[src/rtl/fm_cordic_pkg.sv]
// Shared widths, encodings and reset constants for the FM CORDIC phase scheduler.
// Also holds the phase-fold and message-deviation helpers used at issue time.
package fm_cordic_pkg;

    localparam int PHASE_W    = 32;
    localparam int MSG_W      = 16;
    localparam int DIV_W      = 16;
    localparam int SHIFT_W    = 5;
    localparam int PIPE_DEPTH = 15;

    typedef enum logic [1:0] {
        QUAD_0 = 2'b00,
        QUAD_1 = 2'b01,
        QUAD_2 = 2'b10,
        QUAD_3 = 2'b11
    } quad_e;

    typedef enum logic [1:0] {
        VSEL_POS_X = 2'b00,
        VSEL_POS_Y = 2'b01,
        VSEL_NEG_Y = 2'b10
    } vsel_e;

    typedef struct packed {
        logic [PHASE_W-1:0] carrier_inc;
        logic [SHIFT_W-1:0] dev_shift;
        logic [DIV_W-1:0]   div;
    } cfg_t;

    typedef struct packed {
        logic [PHASE_W-1:0] z;
        vsel_e              vsel;
        quad_e              quad;
    } fold_t;

    localparam logic [PHASE_W-1:0] RESET_CARRIER_INC = 32'h00B6_1000;
    localparam logic [DIV_W-1:0]   RESET_DIV         = 16'd2047;
    localparam cfg_t RESET_CFG = '{
        carrier_inc: RESET_CARRIER_INC,
        dev_shift:   '0,
        div:         RESET_DIV
    };

    // Quadrants 1 and 2 are rotated by -/+90 degrees by keeping the low bits and
    // starting the CORDIC from (0,K) or (0,-K) instead of (K,0).
    function automatic fold_t foldPhase(input logic [PHASE_W-1:0] theta);
        fold_t f;
        f.quad = quad_e'(theta[PHASE_W-1 -: 2]);
        f.z    = theta;
        f.vsel = VSEL_POS_X;
        case (f.quad)
            QUAD_1: begin
                f.z    = {2'b00, theta[PHASE_W-3:0]};
                f.vsel = VSEL_POS_Y;
            end
            QUAD_2: begin
                f.z    = {2'b11, theta[PHASE_W-3:0]};
                f.vsel = VSEL_NEG_Y;
            end
            default: ;
        endcase
        return f;
    endfunction

    function automatic logic [PHASE_W-1:0] msgDeviation(
        input logic [MSG_W-1:0]   msg,
        input logic [SHIFT_W-1:0] shift
    );
        logic [PHASE_W-1:0] ext;
        ext = {{(PHASE_W-MSG_W){msg[MSG_W-1]}}, msg};
        return ext << shift;
    endfunction

endpackage

[src/rtl/fm_sample_timer.sv]
// Sample divider: counts 0..div and strobes on the terminal count while enabled.
// The count is parked at zero while disabled or when the divider setting changes.
module fm_sample_timer
    import fm_cordic_pkg::*;
(
    input  logic             clock,
    input  logic             reset,
    input  logic             enable_i,
    input  logic             restart_i,
    input  logic [DIV_W-1:0] div_i,
    output logic             strobe_o
);

    logic [DIV_W-1:0] count_q;
    logic [DIV_W-1:0] count_d;

    assign strobe_o = enable_i && !reset && (count_q == div_i);

    always_comb begin
        count_d = count_q + DIV_W'(1);
        if (!enable_i || restart_i || strobe_o) begin
            count_d = '0;
        end
    end

    always_ff @(posedge clock) begin
        if (reset) begin
            count_q <= '0;
        end else begin
            count_q <= count_d;
        end
    end

endmodule

[src/rtl/fm_phase_scheduler.sv]
// FM modulator phase scheduler: sample strobe, phase accumulator with message
// deviation, quadrant folding for the CORDIC input and per-result quadrant tracking.
module fm_phase_scheduler
    import fm_cordic_pkg::*;
(
    input  logic               clock,
    input  logic               reset,
    input  logic               enable,
    input  logic               cfg_valid,
    output logic               cfg_ready,
    input  logic [PHASE_W-1:0] cfg_carrier_inc,
    input  logic [SHIFT_W-1:0] cfg_dev_shift,
    input  logic [DIV_W-1:0]   cfg_div,
    input  logic               msg_valid,
    output logic               msg_ready,
    input  logic [MSG_W-1:0]   msg_data,
    output logic               cordic_start,
    output logic [PHASE_W-1:0] cordic_z,
    output logic [1:0]         cordic_vsel,
    output logic               out_valid,
    output logic [1:0]         out_quad,
    output logic               msg_underrun
);

    cfg_t                          activeCfg_q, activeCfg_d;
    cfg_t                          pendCfg_q, pendCfg_d;
    logic                          pendValid_q, pendValid_d;
    logic [PHASE_W-1:0]            theta_q, theta_d;
    logic [MSG_W-1:0]              msgHold_q, msgHold_d;
    logic [PHASE_W-1:0]            issueZ_q, issueZ_d;
    vsel_e                         issueVsel_q, issueVsel_d;
    logic [PIPE_DEPTH-1:0]         trackValid_q, trackValid_d;
    logic [PIPE_DEPTH-1:0][1:0]    trackQuad_q, trackQuad_d;
    logic                          shifted_q;

    logic                          strobe;
    logic                          applyCfg;
    logic                          restartTimer;
    logic [MSG_W-1:0]              msgSel;
    fold_t                         issue;

    // A pending config lands on a strobe edge, or straight away when stopped.
    assign applyCfg     = pendValid_q && (strobe || !enable);
    assign restartTimer = applyCfg && (pendCfg_q.div != activeCfg_q.div);

    fm_sample_timer u_timer (
        .clock     (clock),
        .reset     (reset),
        .enable_i  (enable),
        .restart_i (restartTimer),
        .div_i     (activeCfg_q.div),
        .strobe_o  (strobe)
    );

    assign msgSel = msg_valid ? msg_data : msgHold_q;
    assign issue  = foldPhase(theta_q);

    assign cfg_ready    = !pendValid_q;
    assign cordic_start = strobe;
    assign msg_ready    = strobe;
    assign msg_underrun = strobe && !msg_valid;
    assign cordic_z     = issueZ_q;
    assign cordic_vsel  = issueVsel_q;
    assign out_valid    = shifted_q && trackValid_q[PIPE_DEPTH-1];
    assign out_quad     = trackQuad_q[PIPE_DEPTH-1];

    always_comb begin
        activeCfg_d = activeCfg_q;
        pendCfg_d   = pendCfg_q;
        pendValid_d = pendValid_q;
        if (applyCfg) begin
            activeCfg_d = pendCfg_q;
            pendValid_d = 1'b0;
        end else if (cfg_valid && cfg_ready) begin
            pendCfg_d = '{
                carrier_inc: cfg_carrier_inc,
                dev_shift:   cfg_dev_shift,
                div:         cfg_div
            };
            pendValid_d = 1'b1;
        end
    end

    // Issue uses the pre-update phase; the accumulator and tracking advance together.
    always_comb begin
        theta_d      = theta_q;
        msgHold_d    = msgHold_q;
        issueZ_d     = issueZ_q;
        issueVsel_d  = issueVsel_q;
        trackValid_d = trackValid_q;
        trackQuad_d  = trackQuad_q;
        if (strobe) begin
            msgHold_d    = msgSel;
            theta_d      = theta_q + activeCfg_q.carrier_inc
                         + msgDeviation(msgSel, activeCfg_q.dev_shift);
            issueZ_d     = issue.z;
            issueVsel_d  = issue.vsel;
            trackValid_d = {trackValid_q[PIPE_DEPTH-2:0], 1'b1};
            trackQuad_d  = {trackQuad_q[PIPE_DEPTH-2:0], issue.quad};
        end
    end

    always_ff @(posedge clock) begin
        if (reset) begin
            activeCfg_q  <= RESET_CFG;
            pendCfg_q    <= '0;
            pendValid_q  <= 1'b0;
            theta_q      <= '0;
            msgHold_q    <= '0;
            issueZ_q     <= '0;
            issueVsel_q  <= VSEL_POS_X;
            trackValid_q <= '0;
            trackQuad_q  <= '0;
            shifted_q    <= 1'b0;
        end else begin
            activeCfg_q  <= activeCfg_d;
            pendCfg_q    <= pendCfg_d;
            pendValid_q  <= pendValid_d;
            theta_q      <= theta_d;
            msgHold_q    <= msgHold_d;
            issueZ_q     <= issueZ_d;
            issueVsel_q  <= issueVsel_d;
            trackValid_q <= trackValid_d;
            trackQuad_q  <= trackQuad_d;
            shifted_q    <= strobe;
        end
    end

endmodule

[config.mk]
export PLATFORM = sky130hd
export DESIGN_NAME = fm_phase_scheduler
export DESIGN_NICKNAME = d
export VERILOG_FILES = /design/src/rtl/fm_cordic_pkg.sv /design/src/rtl/fm_sample_timer.sv /design/src/rtl/fm_phase_scheduler.sv
export SDC_FILE = /design/constraint.sdc
export NUM_CORES = 1
export LEC_CHECK = 0
export ABC_AREA = 1
export ABC_CLOCK_PERIOD_IN_PS = 10800
export BUFFER_PORTS_ARGS = -buffer_cell sky130_fd_sc_hd__buf_2
export CORE_AREA = 4 4 198 200
export CTS_BUF_LIST = sky130_fd_sc_hd__clkbuf_16
export DETAILED_ROUTE_END_ITERATION = 12
export DIE_AREA = 0 0 202 204
export GPL_TIMING_DRIVEN = 0
export SYNTH_ARGS = -nofsm -noshare
export SYNTH_HDL_FRONTEND = slang
export SYNTH_SLANG_ARGS = --single-unit
[constraint.sdc]
create_clock -name clock -period 10.8 [get_ports clock]
set_clock_uncertainty 0.05 [all_clocks]
set_input_delay 1.62 -clock clock [delete_from_list [all_inputs] [get_ports clock]]
set_output_delay 1.62 -clock clock [all_outputs]
set_load 0.02 [all_outputs]
# After elaboration in Yosys (flattened, before gate mapping)
# Index checks and enable logic that the tools add are counted.
[word_totals]
ff_bits = 251
inputBits = 74
elab_cells = 57
output_inout_bits = 41
[op_classes]
mux = 2
add_sub_neg = 3
shifts = 1
eq_ne = 4
bitwise = 1
n_reduce_logical = 17
[ops]
columns = ["op", "n"]
rows = [
  ["one-hot mux 34 bit (2 select lines)", 1],
  ["adder 32 bit", 2],
  ["left shift 32 x 5 -> 32 bit", 1],
  ["adder 16 x 1 -> 16 bit, second input constant", 1],
  ["== test 16 bit", 1],
  ["two-way mux 16 bit", 1],
  ["inequality test 16 bit", 1],
  ["logical AND 1 bit", 7],
  ["logical NOT 1 bit", 4],
  ["OR reduction 2 bit", 2],
  ["logical OR 1 bit", 3],
  ["== test 2 x 1 -> 1 bit, second input constant", 1],
  ["== test 2 bit, second input constant", 1],
  ["AND reduction 2 bit", 1],
  ["NOT 1 bit", 1],
]

# Longest topological paths before layout
[logic_depth]
word_depth = 9
ltp_mapped = 30
mapped_depth_nobuf = 28

# Cells and area by module
# A second synthesis with hierarchy kept.
[hier_totals]
cells_unflattened = 1780
area_unflattened_um2 = 12904.9
[by_module_without_submodules]
columns = ["module", "seq_area_each_um2", "instances", "area_per_inst_um2", "cells_each"]
rows = [
  ["fm_phase_scheduler", 4704.5, 1, 11851.4, 1595],
  ["fm_sample_timer", 320.3, 1, 1053.5, 185],
]

# Worst setup path before layout
# No wires, ideal clock.
[synth_timing]
path_kind = "input -> register"
start = "in msg_valid"
end = "reg theta_q[27]"
t_required_ns = 10.637
cell_stages = 23
slack_ns = 5.975
arrival_time_ns = 4.662
setup_ns = 0.113
n_path_buf = 2
path_cell_list = "buf_4 inv_2 buf_4 nand2_1 and2_1 o21ai_0 nand2_1 o21ai_0 mux2i_1 nand2_1 o21ai_0 nor2_1 fa_1 ha_1 a21o_1 a21boi_0 o21ai_0 nand2_1 nand3_1 a21oi_1 o21ai_0 o21ai_1 inv_1"
[synth_between]
elab_chain_cells = 3
[synth_lines]
columns = ["element", "line", "text"]
rows = [
  ["start: declaration", "fm_phase_scheduler.sv:14", "input logic msg_valid,"],
  ["two-way mux 16 bit", "fm_phase_scheduler.sv:55", "assign msgSel = msg_valid ? msg_data : msgHold_q;"],
  ["left shift 32 x 5 -> 32 bit", "fm_cordic_pkg.sv:71", "return ext << shift;"],
  ["adder 32 bit", "fm_phase_scheduler.sv:95", "+ msgDeviation(msgSel, activeCfg_q.dev_shift);"],
  ["end signal: assignment", "fm_phase_scheduler.sv:119", "theta_q <= theta_d;"],
  ["end: declaration", "fm_phase_scheduler.sv:28", "logic [PHASE_W-1:0] theta_q, theta_d;"],
]
# Every way passes these cells.
# A chain may end at the register's enable or synchronous reset.

# Worst setup path after layout
[layout_timing]
start = "in msg_valid"
end = "reg theta_q[25]"
# Same word-level chain as after synthesis.

==> reports/qor.csv <==
metric,value,unit
VDD IR max,93.3,uV
cells after synthesis,1796,
"Top FF cell, synth",dfxtp_1,
Crit path required time,11300,ps
I/O Buffers,113,
most frequent cells in the layout,"nand2_1 (296), nor2_1 (286), dfxtp_1 (251), o21ai_0 (196), nand3_1 (158)",
CTS root buf,clkbuf_16,
post-CTS sizing,0,
Wirelength per Cell,17.0,microns
design area,15000,sq um
htree depth,1,
number of max-cap violations,0,
Residual DRC,0,
Max Clk Rate,180,MHz
"Clk Latency, worst-skew pair",600,ps
CTS tree,built,
CP max FO,10,
hold path start,pendCfg_q[36],
max_slew headroom,0.363,
Leak Pwr,6.78,nW
postcts setup bufs,0,
Vias,12463,
GRT Total Usage,0.199,
clk sinks,251,
clk buf depth,3,
Synth Net Count,1935,
vias in the first global route,12024,
placed cells,2420,
Setup CP Type,in -> reg,
die area,41200,sq um
Synth warnings,0,
starting density of the core,0.345,
Hold Path Cell Cnt,2,
first-pass GRT wire length,65.6,mm
"EDFF count, synth",0,
Final Hold Viols,0,
Routed Antenna Nets,0,
Startpoint Class,input port,
I/O pin cnt,115,
reg2reg end,theta_q[25],
Final Max Slew Viols,0,
syn_area_per_cell,7.19,sq um
"Async S/R FF share, synth",0,
post-route insts no fill,2472,
gpl congestion,1.00,
core box area,37400,sq um
CP endpoint kind,flip-flop,
first-pass iteration count of the detailed router,5,
Total Wirelength,42.0,mm
setup tns final,0,ps
worst hold endpoint,pendCfg_q[36],
Pwr Density,144,nW/um^2
Yosys cell types,43,
Hold Buf Count CTS,0,
reg2reg start,activeCfg_q[16],
total CTS buffers,28,
# diodes,0,
Synth-to-Final Area Change,16.2,%
hold crit path type,reg -> reg,
Final setup viols,0,
Rows,71,
largest net degree at the start of global routing,17,
Layout Nets,2078,
Seq cells post-synth,251,
post-synthesis instance area,12900,sq um
RSZ-0062 raised after global routing,false,
Reg2Reg Depth,19,
Die X,202,microns
Final Critical Period,5540,ps
R2R Setup Slk,5980,ps
share of cells above drive strength 1,0.109,
drt initial violations,860,
status,"complete, no violations",
"commonest non-fill, non-tap cell in the layout",nand2_1,
post-layout total power,0.00217,W
Clock transition at path regs,70,ps
sequential-to-total area share from yosys stat,0.389,
die height,204,microns
post-detail-place hpwl,33.5,mm
DP Area,14100,sq um
Worst Tran Pin Value,955,ps
GRT overflow,0,
Crit path arrival time,6040,ps
Final period util,0.513,
Vias/cell,5.04,
initial antenna violation count,0,
==> per-stage QoR <==
step / hold WS (ps) / util / worst slack (ps)
CTS: 398 / 0.401 / 5470
global route: 416 / 0.401 / 5060
detailed placement: 389 / 0.378 / 4850
global placement: 388 / 0.378 / 4820
finish: 400 / 0.401 / 5260
floorplan: 374 / - / 5980
==> cells in the mapped netlist, types with 5 or more instances <==
master | instances | area share
ha_1 | 33 | 0.032
nand4_1 | 19 | 0.0092
fa_1 | 32 | 0.050
buf_2 | 15 | 0.0058
dfxtp_1 | 251 | 0.39
o21ai_1 | 26 | 0.010
buf_6 | 9 | 0.0078
and2_1 | 9 | 0.0044
nand3_1 | 158 | 0.061
xnor2_1 | 14 | 0.0095
o21ai_0 | 196 | 0.076
clkbuf_1 | 59 | 0.017
xor2_1 | 12 | 0.0081
buf_4 | 12 | 0.0070
o21a_1 | 17 | 0.0099
buf_1 | 5 | 0.0015
inv_2 | 9 | 0.0026
nor3_1 | 20 | 0.0077
a21oi_1 | 157 | 0.061
nor2_1 | 286 | 0.083
nand2_1 | 296 | 0.086
inv_1 | 107 | 0.031
a21o_1 | 7 | 0.0041
==> cell type report <==
class                      count  area [sq um]
fill                        4027         22400
multi-input combinational   1325          6930
sequential                   251          5020
clock buffer                  28           701
tap                          511           639
timing repair buffer         113           566
buffer                       103           522
inverter                     117           439
clock inverter                24           193
==> critical path: stages <==
cell     delay (ps)
buf_4           140
inv_2           120
buf_4           190
nand2_1          80
and2_1          160
o21ai_1         200
o21ai_0         160
o21ai_0         380
nand2_1         220
o21ai_0         300
fa_1            480
ha_1            390
nand2_1         130
nor3_1          550
nand4_1         190
nand3_1         230
nand2_1          70
nand2_1          80
xor2_1          180
o21ai_0         100
inv_1            70
==> power by group <==
| group | switching [W] | internal (W) | leakage (nW) |
|---|---|---|---|
| Sequential | 0.0000188 | 0.000952 | 2.04 |
| Combinational | 0.000179 | 0.0000902 | 4.29 |
| Clock | 0.000406 | 0.000522 | 0.451 |
| Total | 0.000604 | 0.00156 | 6.78 |
==> routing by layer <==
layer,up-vias,part of all wire,global-route usage
met3,83,0.042,0.0263
met4,0,0.040,0.0703
met1,5842,0.45,0.254
met2,300,0.47,0.347
met5,-,0,0
li1,6238,-,-
==> sequential cells by signal, indices dropped and copies added (netlist names) <==
register and flops:
theta_q 32, u_timer.count_q 16, activeCfg_q 53, pendCfg_q 53, trackQuad_q 28, cordic_z 32, msgHold_q 16, out_quad 2
trackValid_q 15, shifted_q 1, cordic_vsel 2, pendValid_q 1
==> worst max path at each step <==
stage | slack, ps | cells past startpoint | end | startpoint
2_1_floorplan | 5980 | 23 | theta_q[27] | msg_valid
3_3_place_gp | 4820 | 21 | theta_q[25] | msg_valid
3_5_place_dp | 4850 | 21 | theta_q[25] | msg_valid
4_1_cts | 5470 | 21 | theta_q[25] | msg_valid
5_1_grt | 5060 | 21 | theta_q[25] | msg_valid
6_report | 5260 | 21 | theta_q[25] | msg_valid
==> logic make-up (layout without fill, tap and decap cells) <==
family | count (synthesis) | in the layout | share of synthesized area
AOI/OAI and AO/OA | 421 | 421 | 0.171
xor gates and xnor gates | 26 | 26 | 0.0176
adders and majority gates | 65 | 65 | 0.0816
buffers and inverters | 220 | 385 | 0.0744
DFF | 251 | 251 | 0.389
muxes | 3 | 3 | 0.00232
and+or+nand+nor | 810 | 810 | 0.264
Power figures use the tool's default switching activity.
